### src/rtl/exec_ctrl_if.sv
// Bus between the execute-stage controller, its instruction source and the ALU.
// Handshake: an instruction transfers on a rising edge where in_valid & in_ready; once in_valid is raised, in_instr stays stable until that edge.
interface exec_ctrl_if;
  logic        in_valid;
  logic [12:0] in_instr;
  logic        in_ready;
  logic [7:0]  alu_a;
  logic [7:0]  alu_b;
  logic [2:0]  alu_op;
  logic [7:0]  alu_result;
  logic        alu_cf;
  logic        alu_ovf;
  logic        alu_z;
  logic        alu_neg;
  logic [3:0]  flags;
  logic        done;
  logic [2:0]  dbg_addr;
  logic [7:0]  dbg_data;
  logic        fsm_state;

  modport master (
    output in_valid, in_instr, alu_result, alu_cf, alu_ovf, alu_z, alu_neg, dbg_addr,
    input  in_ready, alu_a, alu_b, alu_op, flags, done, dbg_data, fsm_state
  );

  modport slave (
    input  in_valid, in_instr, alu_result, alu_cf, alu_ovf, alu_z, alu_neg, dbg_addr,
    output in_ready, alu_a, alu_b, alu_op, flags, done, dbg_data, fsm_state
  );
endinterface

### src/rtl/exec_ctrl.sv
// Execute-stage controller: 8x8 register file, local load-immediate, and ALU
// dispatch with write-back after ALU_LAT+1 wait edges.
module exec_ctrl #(
  parameter int ALU_LAT = 1
) (
  input logic        clk,
  input logic        areset,
  exec_ctrl_if.slave bus
);
  typedef enum logic {IDLE = 1'b0, EXEC = 1'b1} state_t;

  state_t     state;
  logic [7:0] rf [8];
  logic [2:0] cnt;
  logic [2:0] rd_q;
  logic       ready_q;
  logic       done_q;
  logic [7:0] a_q;
  logic [7:0] b_q;
  logic [2:0] op_q;
  logic [3:0] flags_q;

  logic       is_load;
  logic [2:0] op_f;
  logic [2:0] rd_f;
  logic [2:0] rs1_f;
  logic [2:0] rs2_f;
  logic [2:0] ld_rd;
  logic [7:0] imm;

  assign is_load = bus.in_instr[12];
  assign op_f    = bus.in_instr[11:9];
  assign rd_f    = bus.in_instr[8:6];
  assign rs1_f   = bus.in_instr[5:3];
  assign rs2_f   = bus.in_instr[2:0];
  assign ld_rd   = bus.in_instr[11:9];
  assign imm     = bus.in_instr[7:0];

  // Operands are captured at accept, so a later write-back to rd never
  // disturbs the values the ALU is working on.
  always_ff @(posedge clk or negedge areset) begin
    if (!areset) begin
      state   <= IDLE;
      for (int i = 0; i < 8; i++) rf[i] <= '0;
      cnt     <= '0;
      rd_q    <= '0;
      ready_q <= 1'b1;
      done_q  <= 1'b0;
      a_q     <= '0;
      b_q     <= '0;
      op_q    <= '0;
      flags_q <= '0;
    end else begin
      done_q <= 1'b0;
      case (state)
        IDLE: begin
          if (bus.in_valid) begin
            if (is_load) begin
              rf[ld_rd] <= imm;
              done_q    <= 1'b1;
            end else begin
              a_q     <= rf[rs1_f];
              b_q     <= rf[rs2_f];
              op_q    <= op_f;
              rd_q    <= rd_f;
              cnt     <= 3'(ALU_LAT);
              ready_q <= 1'b0;
              state   <= EXEC;
            end
          end
        end
        EXEC: begin
          if (cnt != 3'd0) begin
            cnt <= cnt - 3'd1;
          end else begin
            rf[rd_q] <= bus.alu_result;
            flags_q  <= {bus.alu_cf, bus.alu_ovf, bus.alu_z, bus.alu_neg};
            done_q   <= 1'b1;
            ready_q  <= 1'b1;
            state    <= IDLE;
          end
        end
        default: state <= IDLE;
      endcase
    end
  end

  assign bus.in_ready  = ready_q;
  assign bus.done      = done_q;
  assign bus.alu_a     = a_q;
  assign bus.alu_b     = b_q;
  assign bus.alu_op    = op_q;
  assign bus.flags     = flags_q;
  assign bus.dbg_data  = rf[bus.dbg_addr];
  assign bus.fsm_state = state;
endmodule
### src/flat_wrapper.sv
// flat-port wrapper written by rule: the top's interface ports become plain ports
module exec_ctrl_flat 
#(
  parameter int ALU_LAT = 1
)
  (clk, areset, bus_in_valid, bus_in_instr, bus_alu_result, bus_alu_cf, bus_alu_ovf, bus_alu_z, bus_alu_neg, bus_dbg_addr, bus_in_ready, bus_alu_a, bus_alu_b, bus_alu_op, bus_flags, bus_done, bus_dbg_data, bus_fsm_state);
  exec_ctrl_if bus_i ();
  input logic clk;
  input logic areset;
  input wire logic [$bits(bus_i.in_valid)-1:0] bus_in_valid;
  input wire logic [$bits(bus_i.in_instr)-1:0] bus_in_instr;
  input wire logic [$bits(bus_i.alu_result)-1:0] bus_alu_result;
  input wire logic [$bits(bus_i.alu_cf)-1:0] bus_alu_cf;
  input wire logic [$bits(bus_i.alu_ovf)-1:0] bus_alu_ovf;
  input wire logic [$bits(bus_i.alu_z)-1:0] bus_alu_z;
  input wire logic [$bits(bus_i.alu_neg)-1:0] bus_alu_neg;
  input wire logic [$bits(bus_i.dbg_addr)-1:0] bus_dbg_addr;
  output wire logic [$bits(bus_i.in_ready)-1:0] bus_in_ready;
  output wire logic [$bits(bus_i.alu_a)-1:0] bus_alu_a;
  output wire logic [$bits(bus_i.alu_b)-1:0] bus_alu_b;
  output wire logic [$bits(bus_i.alu_op)-1:0] bus_alu_op;
  output wire logic [$bits(bus_i.flags)-1:0] bus_flags;
  output wire logic [$bits(bus_i.done)-1:0] bus_done;
  output wire logic [$bits(bus_i.dbg_data)-1:0] bus_dbg_data;
  output wire logic [$bits(bus_i.fsm_state)-1:0] bus_fsm_state;
  assign bus_i.in_valid = bus_in_valid;
  assign bus_i.in_instr = bus_in_instr;
  assign bus_i.alu_result = bus_alu_result;
  assign bus_i.alu_cf = bus_alu_cf;
  assign bus_i.alu_ovf = bus_alu_ovf;
  assign bus_i.alu_z = bus_alu_z;
  assign bus_i.alu_neg = bus_alu_neg;
  assign bus_i.dbg_addr = bus_dbg_addr;
  assign bus_in_ready = bus_i.in_ready;
  assign bus_alu_a = bus_i.alu_a;
  assign bus_alu_b = bus_i.alu_b;
  assign bus_alu_op = bus_i.alu_op;
  assign bus_flags = bus_i.flags;
  assign bus_done = bus_i.done;
  assign bus_dbg_data = bus_i.dbg_data;
  assign bus_fsm_state = bus_i.fsm_state;
  exec_ctrl #(.ALU_LAT(ALU_LAT)) u_core (.clk(clk), .areset(areset), .bus(bus_i));
endmodule
### config.mk
export PLATFORM = sky130hd
export DESIGN_NAME = exec_ctrl_flat
export DESIGN_NICKNAME = d
export VERILOG_FILES = /design/src/rtl/exec_ctrl_if.sv /design/src/rtl/exec_ctrl.sv /design/src/flat_wrapper.sv
export SDC_FILE = /design/constraint.sdc
export NUM_CORES = 1
export LEC_CHECK = 0
export ABC_AREA = 1
export BUFFER_PORTS_ARGS = -buffer_cell sky130_fd_sc_hd__buf_2
export CAP_MARGIN = 15
export CORE_UTILIZATION = 65
export CTS_BUF_LIST = sky130_fd_sc_hd__clkbuf_8 sky130_fd_sc_hd__clkbuf_16
export DETAILED_ROUTE_END_ITERATION = 12
export PLACE_DENSITY_LB_ADDON = 0.05
export SETUP_SLACK_MARGIN = 0.5
export SLEW_MARGIN = 15
export SYNTH_ARGS = -nofsm -noshare
export SYNTH_HDL_FRONTEND = slang
export SYNTH_SLANG_ARGS = --single-unit
### constraint.sdc
create_clock -name clk -period 2.7 [get_ports clk]
set_input_delay 0.27 -clock clk [delete_from_list [all_inputs] [get_ports clk]]
set_output_delay 0.27 -clock clk [all_outputs]
set_load 0.02 [all_outputs]
-- Word-level counts from Yosys, hierarchy flattened
Cells that the tools add are included.
Widths: inputs -> output; s select.
- bits of input ports: 31
- output and inout bits: 34
- logic and storage cells: 81
- flip-flop bits (word level): 96
- equality and inequality tests: 5
- reduce and logical (&&, ||, !) cells: 8
- bitwise gates (word level): 8
- $lt $le $gt $ge: 7
- $add $sub $neg: 1
- multiplexer cells: 35
- operators by type and width (kind ; count):
    $mux 64 ; 3
    $bwmux 64 ; 2
    $pmux 64 s2 ; 1
    $bmux 8 s3 ; 3
    $mux 8 ; 8
    $demux 8 s3 ; 2
    $ge 4x4->1 const B ; 5
    $not 3->4 ; 5
    $reduce_and 3->1 ; 4
    $ne 2x2->1 const B ; 5
    $mux 1 ; 9
    $mux 3 ; 3
    $lt 4x1->1 const B ; 2
    $pmux 1 s2 ; 3
    $pmux 3 s2 ; 1
    $not 1->1 ; 3
    $reduce_bool 3->1 ; 1
    $sub 3x1->3 const B ; 1
    $logic_and 1x1->1 ; 2
    $reduce_and 2->1 ; 1

-- Logic depth before layout (Yosys ltp)
Gate-level depths: netlist of run 1.
- depth in word-level cells: 9
- depth in mapped cells: 9
- mapped depth without buffers: 8

-- Least setup slack after synthesis of run 1
OpenSTA, ideal clock, no wires.
- path kind: register to register
- from: register u_core.cnt[0]
- to: register u_core.rf[16] in the netlist's numbering
- path slack: 1.216 ns
- setup time: 0.117 ns
- arrival time: 1.367 ns
- period minus slack after synthesis: 1.484 ns
- required time: 2.583 ns
- cell stages (with the launch flop): 9
- buffers on the path: 1
- cell sequence: dfrtp_1 > inv_1 > ha_1 > nand3_2 > nand2_1 > buf_6 > nand3_1 > nand2_1 > nand2_1
- word-level cells in the longest chain between the ends: 3
- ends and longest elaborated chain (element ; line ; RTL):
    start: declaration ; exec_ctrl.sv:14 ; logic [2:0] cnt;
    start signal: assignment ; exec_ctrl.sv:66 ; cnt <= 3'(ALU_LAT);
    start signal: assignment ; exec_ctrl.sv:74 ; cnt <= cnt - 3'd1;
    $reduce_bool 3->1 ; exec_ctrl.sv:73 ; if (cnt != 3'd0) begin
    $ne 2x2->1 (no line) ; - ;
    $reduce_and 3->1 (no line) ; - ;
    end signal: indexed assignment ; exec_ctrl.sv:59 ; rf[ld_rd] <= imm;
    end signal: indexed assignment ; exec_ctrl.sv:76 ; rf[rd_q] <= bus.alu_result;
    end: declaration ; exec_ctrl.sv:13 ; logic [7:0] rf [8];
Every way passes these cells.
A chain may end at the register's enable or synchronous reset.

-- Worst setup path in the final report of run 1
- from: register u_core.rf[57] in the netlist's numbering
- to: output bus_dbg_data[1]
- word-level cells in the longest chain between the ends: 3
- ends and longest elaborated chain (element ; line ; RTL):
    $bmux 8 s3 ; exec_ctrl.sv:94 ; assign bus.dbg_data = rf[bus.dbg_addr];
    $mux 8 (implied by the code) (2 in series) ; exec_ctrl.sv:94 ;
    end: declaration ; flat_wrapper.sv:24 ; output wire logic [$bits(bus_i.dbg_data)-1:0] bus_dbg_data;
Every way passes these cells. The select of a mux whose other input is x is not followed.

==> metrics.md, run 1 <==
| Metric | Value |
|---|---|
| Status | finished, final reports clean |
| Layout cells sized above 1 | 11.8% |
| Antenna violations before repair | 0 |
| Post-route ant nets | 0 |
| Largest cells by area after synthesis | dfrtp_1, nand2_1, nand3_1 |
| Multi-input logic area | 3410 sq um |
| Crit Path Max Fanout | 3 |
| Max VDD drop | 0.940 mV |
| CP Cell Sequence | o21ai_0, nand2_1, nand2_1, nand2_1, buf_2 |
| Die Height | slightly above 100 microns |
| Wire length per cell | 17.7 microns |
| Final WL | 20800 microns |
| PwrDens | a little over 1000 nW/um^2 |
| Sequential fraction of the synthesis area | ~38% |
| Synth cell types | 23 |
| Global-route wire length before repair | 32200 microns |
| Die area | between 10000 and 15000 sq um |
| Pin count of the biggest net entering global routing | 43 |
| Post-route clock period utilization | 78.0% |
| CP dominant cell by count | nand2_1 |
| CTS tree | done |
| Vias post-DR | slightly above 7000 |
| CP Data Arrival Time | 1840 ps |
| Tmin final | 2110 ps |
| Register bit count reported by yosys | 96 |
| Pins Over Slew Limit | 0 |
| Top layer in use | met4 |
| Starting Density | about two thirds |
| Core area | 9370 sq um |
| Fmax | 475 MHz |
| WP data required | 2430 ps |
| GPL Wtd Cong | 1.01 |
| Initial DRC count | 832 |
| Unrepaired setup endpoints after global routing | no |
| Setup Skew | 15.3 ps |
| Final hold viol count | 0 |
| Final Net Count | between 1000 and 1500 |
| Grt total ovfl | 0 |
| Share of the synthesized area in the top cell type | 37.2% |
| Antenna Cells | 0 |
| Setup_tns | 0 ps |
| CP peak stage delay | 650 ps |
| Clock transition at path regs | 90 ps |
| Num CTS Buffers | 9 |
| Post-synthesis cell type with the largest combined area | dfrtp_1 |
| # DRC | 0 |
| Nature of the critical path endpoint | primary output |
| CP max-delay cell | o21ai_0 |
| Synthesis warning total | 0 |
| Cells after synthesis | 1000 |
| Num ports | 65 |
| Slew HR | 46.7% |
| Post-synthesis cell area | ~6400 sq um |
| Clock H-tree levels | 3 |
| Width of the die | 101 microns |
| Most common cell after layout, fill and taps aside | nand2_1 |
| Syn_area_per_cell | 6.39 sq um |
| Wl on met1 | 8200 microns |
| Worst min path class | in -> reg |
| Met2 routed WL | about 8600 microns |
| Worst Setup Path Type | reg -> out |
| Syn Nets | 1033 |
| Worst-margin pin slew | 791 ps |
| Clock Sink Count | 96 |
| CP startpoint kind | register |
| TritonRoute pass-1 iters | 6 |
| Clock Path Buffers | 2 |
| Number of global-route vias before repair | slightly above 6000 |
| DP HPWL | approximately 15000 microns |
| Post-CTS Setup Inserts | 0 |
| Register area | 2400 sq um |
| Max-cap violations | 0 |
| Final core utilization | 74.7% |
| Std-Cell Rows | 35 |
| Metal3 WL | 2600 microns |
| Most frequent cells in the layout | nand2_1, nand3_1, inv_1, dfrtp_1, o21ai_0 |
| Fillers | 858 |
| Area Overhead vs Synth | 9.47% |
| Vias per inst | 5.99 |
| Total GRT Usage | a little over two fifths |
| Endpoints failing setup | 0 |
| CTS Root Cell | clkbuf_8 |
| Leak | between 3 and 4 nW |
| Port bufs | 64 |
| Clk_lat worst skew | about 380 ps |
## worst paths after layout
| kind | end | slack, ps | from | cells after the start |
|---|---|---|---|---|
| max | bus_dbg_data[1] | 590 | u_core.rf[57] | 5 |
| min | u_core.rd_q[2] | 110 | bus_in_instr[8] | 3 |
| max reg2reg | u_core.rf[0] | 750 | u_core.bus.fsm_state | 6 |
| min reg2reg | u_core.bus.in_ready | 480 | u_core.bus.in_ready | 2 |
| max in group asynchronous | u_core.rd_q[1] | 1590 | areset | 3 |
| min in group asynchronous | u_core.rf[33] | 410 | areset | 2 |
## Yosys cell counts, drive strengths merged
| library cell | instances |
|---|---|
| nor2 | 12 |
| nand3 | 126 |
| ha | 2 |
| inv | 102 |
| nand2 | 470 |
| clkbuf | 17 |
| mux2 | 4 |
| o21ai | 81 |
| dfstp | 1 |
| o22ai | 33 |
| buf | 24 |
| dfrtp | 95 |
| a21oi | 33 |
## layout make-up
| type | count | share of cell area [%] |
|---|---|---|
| Inverter | 102 | 5.47 |
| Clock buffer | 11 | 2.16 |
| Tap cell | 129 | 2.31 |
| Clock inverter | 5 | 0.876 |
| Multi-Input combinational cell | 761 | 48.7 |
| Timing Repair Buffer | 76 | 6.11 |
| Sequential cell | 96 | 34.3 |
## kinds of logic (layout without fill, tap and decap cells)
logic type	count (synthesis)	after routing	synth area share, %
and+or+nand+nor	608	608	40.0
DFF	96	96	37.6
adders and majority gates	2	2	0.391
buffers and inverters	143	194	9.10
muxes	4	4	0.705
AOI/OAI and AO/OA	147	147	12.2
## worst max-delay path: cells and delay by family (launching register included)
kind | cells | cell delay (ps)
AND/OR/NAND/NOR | 3 | 260
flip-flops | 1 | 410
buffers and inverters | 1 | 150
AO/OA/AOI/OAI | 1 | 650
## registers in the layout, summed over array words and instances, names as in the netlist, 3 cells and up
name               flops
u_core.bus.alu_b       8
u_core.rd_q            3
u_core.bus.flags       4
u_core.cnt             3
u_core.rf             64
u_core.bus.alu_op      3
u_core.bus.alu_a       8
## stage by stage
stage	power, W	setup WS (ps)	area (sq um)	hold WS (ps)	std cells
after floorplan	0.00493	1220	6390	-25.6	1000
after global placement	0.00592	701	6770	292	1163
after detailed placement	0.00599	610	6770	295	1163
after CTS	0.00702	574	7000	114	1180
after global routing	0.00759	584	7000	112	1180
final	0.00714	593	7000	109	1180
## routing by layer
| metal | track usage, % | up-vias |
|---|---|---|
| met2 | 61.2 | 501 |
| met4 | 26.4 | 0 |
| met3 | 11.5 | 101 |
| met5 | 0 | - |
| met1 | 56.9 | 3177 |
| li1 | - | 3290 |
## what timing repair did
action | CTS | global route
endpoints found under the hold margin | 40 | 0
gates resized for setup | 0 | 1
endpoints found under the setup margin | 0 | 33
hold buffers | 1 | 0
## report_power, final
| group | leakage [nW] | switching [W] | total [W] | internal [W] |
|---|---|---|---|---|
| clock network | 0.110 | 0.000538 | 0.00102 | 0.000486 |
| logic | 2.46 | 0.00242 | 0.00344 | 0.00102 |
| registers | 1.27 | 0.000550 | 0.00267 | 0.00212 |
Power figures use the tool's default switching activity.
==> run 2, diff against run 1 <==
Settings changed: CORE_UTILIZATION 65 to 60.
Clock period 2.7 ns to 2.05 ns, I/O delays scaled along.
==> run 2 against run 1 <==
  * First-iteration DRC count is 8.5% higher
  * Clock power is 25% higher
  * Utilization is 0.95 points lower
  * Sequential power is 38% higher
  * Non-clock buffer count is 50 higher
  * Clock skew is 1.6 ps higher
  * Routed wire length is 13% higher
  * Worst setup slack worse by 180 ps
  * Combinational power is 64% higher
  * Sequential cell count stayed put
  * Sequential share of layout area is 2.7 points lower
  * Final cell count is 4.8% higher
  * Critical path type unchanged
  * Critical endpoint is now bus_dbg_data[3]
  * Largest cell class unchanged
  * Highest routed layer unchanged
==> metrics.md, run 2 (synthesized netlist as in run 1, its figures left out) <==
| Metric | Value |
|---|---|
| Status | finished, final reports clean |
| Register share of total power | 34.7% |
| Top layer in use | met4 |
| Num CTS Buffers | 9 |
| Sw frac | 50.0% |
| Std-Cell Rows | 37 |
| Metal3 WL | 2720 microns |
| CP startpoint kind | register |
| Crit Path Max Fanout | 2 |
| Fillers | around 890 |
| Wl on met1 | 8910 microns |
| # DRC | 0 |
| Worst-case reg-to-reg path depth | 8 |
| Clock Sink Count | 96 |
| Starting Density | roughly three fifths |
| Unrepaired setup endpoints after global routing | yes |
| Global-route wire length before repair | 35700 microns |
| Wire length per cell | between 15 and 20 microns |
| Antenna violations before repair | 0 |
| Bufs and invs on worst path | 2 |
| Start of the worst register-to-register path | u_core.bus.fsm_state |
| Final WL | between 20000 and 25000 microns |
| Fmax | 611 MHz |
| Setup Skew | between 15 and 20 ps |
| Width of the die | 105 microns |
| Pint | 0.00531 W |
| Placed Area | 6840 sq um |
| Tmin final | 1640 ps |
| Cell count of the worst hold path | 3 |
| Max-cap violations | 0 |
| Leak | just over 4 nW |
| DP HPWL | 16500 microns |
| Post-route clock period utilization | 79.8% |
| Most frequent cells in the layout | nand2_1, nand3_1, dfrtp_1 |
| Total GRT Usage | 42.8% |
| Sw Pwr | approximately 0.0053 W |
| GPL Wtd Cong | 0.997 |
| Worst hold start | bus_in_instr[8] |
| Worst Setup Path Type | reg -> out |
| Logic pwr share | 53.2% |
| CP Cell Sequence | inv_2, a21oi_1, o21ai_1, nand2_1, nand2_1, nand2_2, buf_6 |
| Max VDD drop | 0.955 mV |
| Pins Over Slew Limit | 0 |
| Endpoints failing setup | 0 |
| Post-route cell area | approximately 7600 sq um |
| CP max-delay cell | dfrtp_1 |
| Initial DRC count | roughly 900 |
| Pin count of the biggest net entering global routing | 52 |
| Final Net Count | 1129 |
| CP Data Arrival Time | 1430 ps |
| Core area | just over 10000 sq um |
| Clock H-tree levels | 3 |
| Antenna Cells | 0 |
| Nature of the critical path endpoint | primary output |
| Vias per inst | 6.01 |
| Clock network power share | 12.1% |
| Top reg by flops | u_core.rf |
| CP peak stage delay | 410 ps |
| Port bufs | 64 |
| Crit-path leading delay family | flip-flops |
| CTS Root Cell | clkbuf_8 |
| R2R Path End | u_core.rf[45] |
| Clock transition at path regs | ~110 ps |
| Clock Path Buffers | 2 |
| CTS tree | done |
| Num ports | 65 |
| Post-route ant nets | 0 |
| Worst min path class | in -> reg |
| Met2 routed WL | 10200 microns |
| Clk_lat worst skew | about 400 ps |
| Area Overhead vs Synth | 19.1% |
| Hold endpoint | u_core.rd_q[2] |
| Vias post-DR | 7430 |
| Grt total ovfl | 0 |
| CP Launch Point | u_core.rf[11] |
| Worst-margin pin slew | 675 ps |
| TritonRoute pass-1 iters | 6 |
| WP data required | approximately 1900 ps |
| Setup_tns | 0 ps |
| Final hold viol count | 0 |
| Reg2reg setup slack | ~500 ps |
| Layout cells sized above 1 | 21.5% |
| Number of flip-flops in the largest register | 64 |
| Most common cell after layout, fill and taps aside | nand2_1 |
| Die area | 11100 sq um |
| Number of global-route vias before repair | 6602 |
| Slew HR | 55.0% |
| Die Height | 105 microns |
| CP dominant cell by count | nand2_1 |
| Final hold slack | 22.7 ps |
| PwrDens | 1390 nW/um^2 |
run 2: cell types whose count changed in the layout (fill, tap and decap cells not counted), sizes merged:
cell / previous run / this run
buf: 75 / 125
clkbuf: 11 / 9
clkinv: 2 / 4
clkinvlp: 0 / 2
bufinv: 1 / 0
inv: 104 / 103
run 2: worst register-to-register path: stages (launching register included):
cell and delay, ps:
dfrtp_2 470, inv_6 120, buf_4 170, nand2_1 200, inv_2 200, nand2_1 70, o21ai_0 100, nand2_1 120
nand2_1 70
run 2: repair_timing:
action | CTS | global route
hold buffers | 1 | 0
setup buffers | 22 | 19
gates cloned | 1 | 0
hold endpoints to repair | 20 | 0
resized for setup | 84 | 32
pin swaps | 9 | 12
endpoints found under the setup margin | 72 | 55
run 2: worst max-delay path by stage:
stage | endpoint | slack, ps | cells past startpoint
after global routing | bus_dbg_data[1] | 330 | 7
after global placement | u_core.rf[22] | 340 | 8
final | bus_dbg_data[3] | 410 | 7
after CTS | bus_dbg_data[1] | 440 | 7
after floorplan | u_core.rf[16] | 570 | 8
after detailed placement | u_core.rf[42] | 250 | 8
run 2: through the flow:
stage               util (%)  std cells  total power [W]  setup WS (ps)
floorplan                  -       1000          0.00649            566
global placement        66.3       1178          0.00800            342
detailed placement      66.3       1178          0.00809            246
CTS                     71.5       1218          0.00998            440
global route            73.7       1237           0.0112            333
finish                  73.7       1237           0.0106            414
run 2: area by class of cell:
type / count / area (sq um) / area share (%)
Timing Repair Buffer: 126 / 905 / 11.9
Clock buffer: 9 / 124 / 1.63
Inverter: 102 / 397 / 5.21
Multi-Input combinational cell: 761 / 3530 / 46.4
Clock inverter: 7 / 76.3 / 1.00
Tap cell: 136 / 170 / 2.24
Sequential cell: 96 / 2410 / 31.6
run 2: per-layer routing:
metal | up-vias | GRT usage, %
met1 | 3362 | 55.9
met2 | 534 | 64.0
met5 | - | 0
met4 | 0 | 27.7
li1 | 3401 | -
met3 | 133 | 9.59
run 2: power groups by stage:
stage | clock (W) | combinational, W | sequential, W
after CTS | 0.00127 | 0.00513 | 0.00359
after global routing | 0.00135 | 0.00609 | 0.00371
after floorplan | 0 | 0.00291 | 0.00358
after global placement | 0 | 0.00443 | 0.00357
after detailed placement | 0 | 0.00452 | 0.00357
final | 0.00128 | 0.00564 | 0.00368
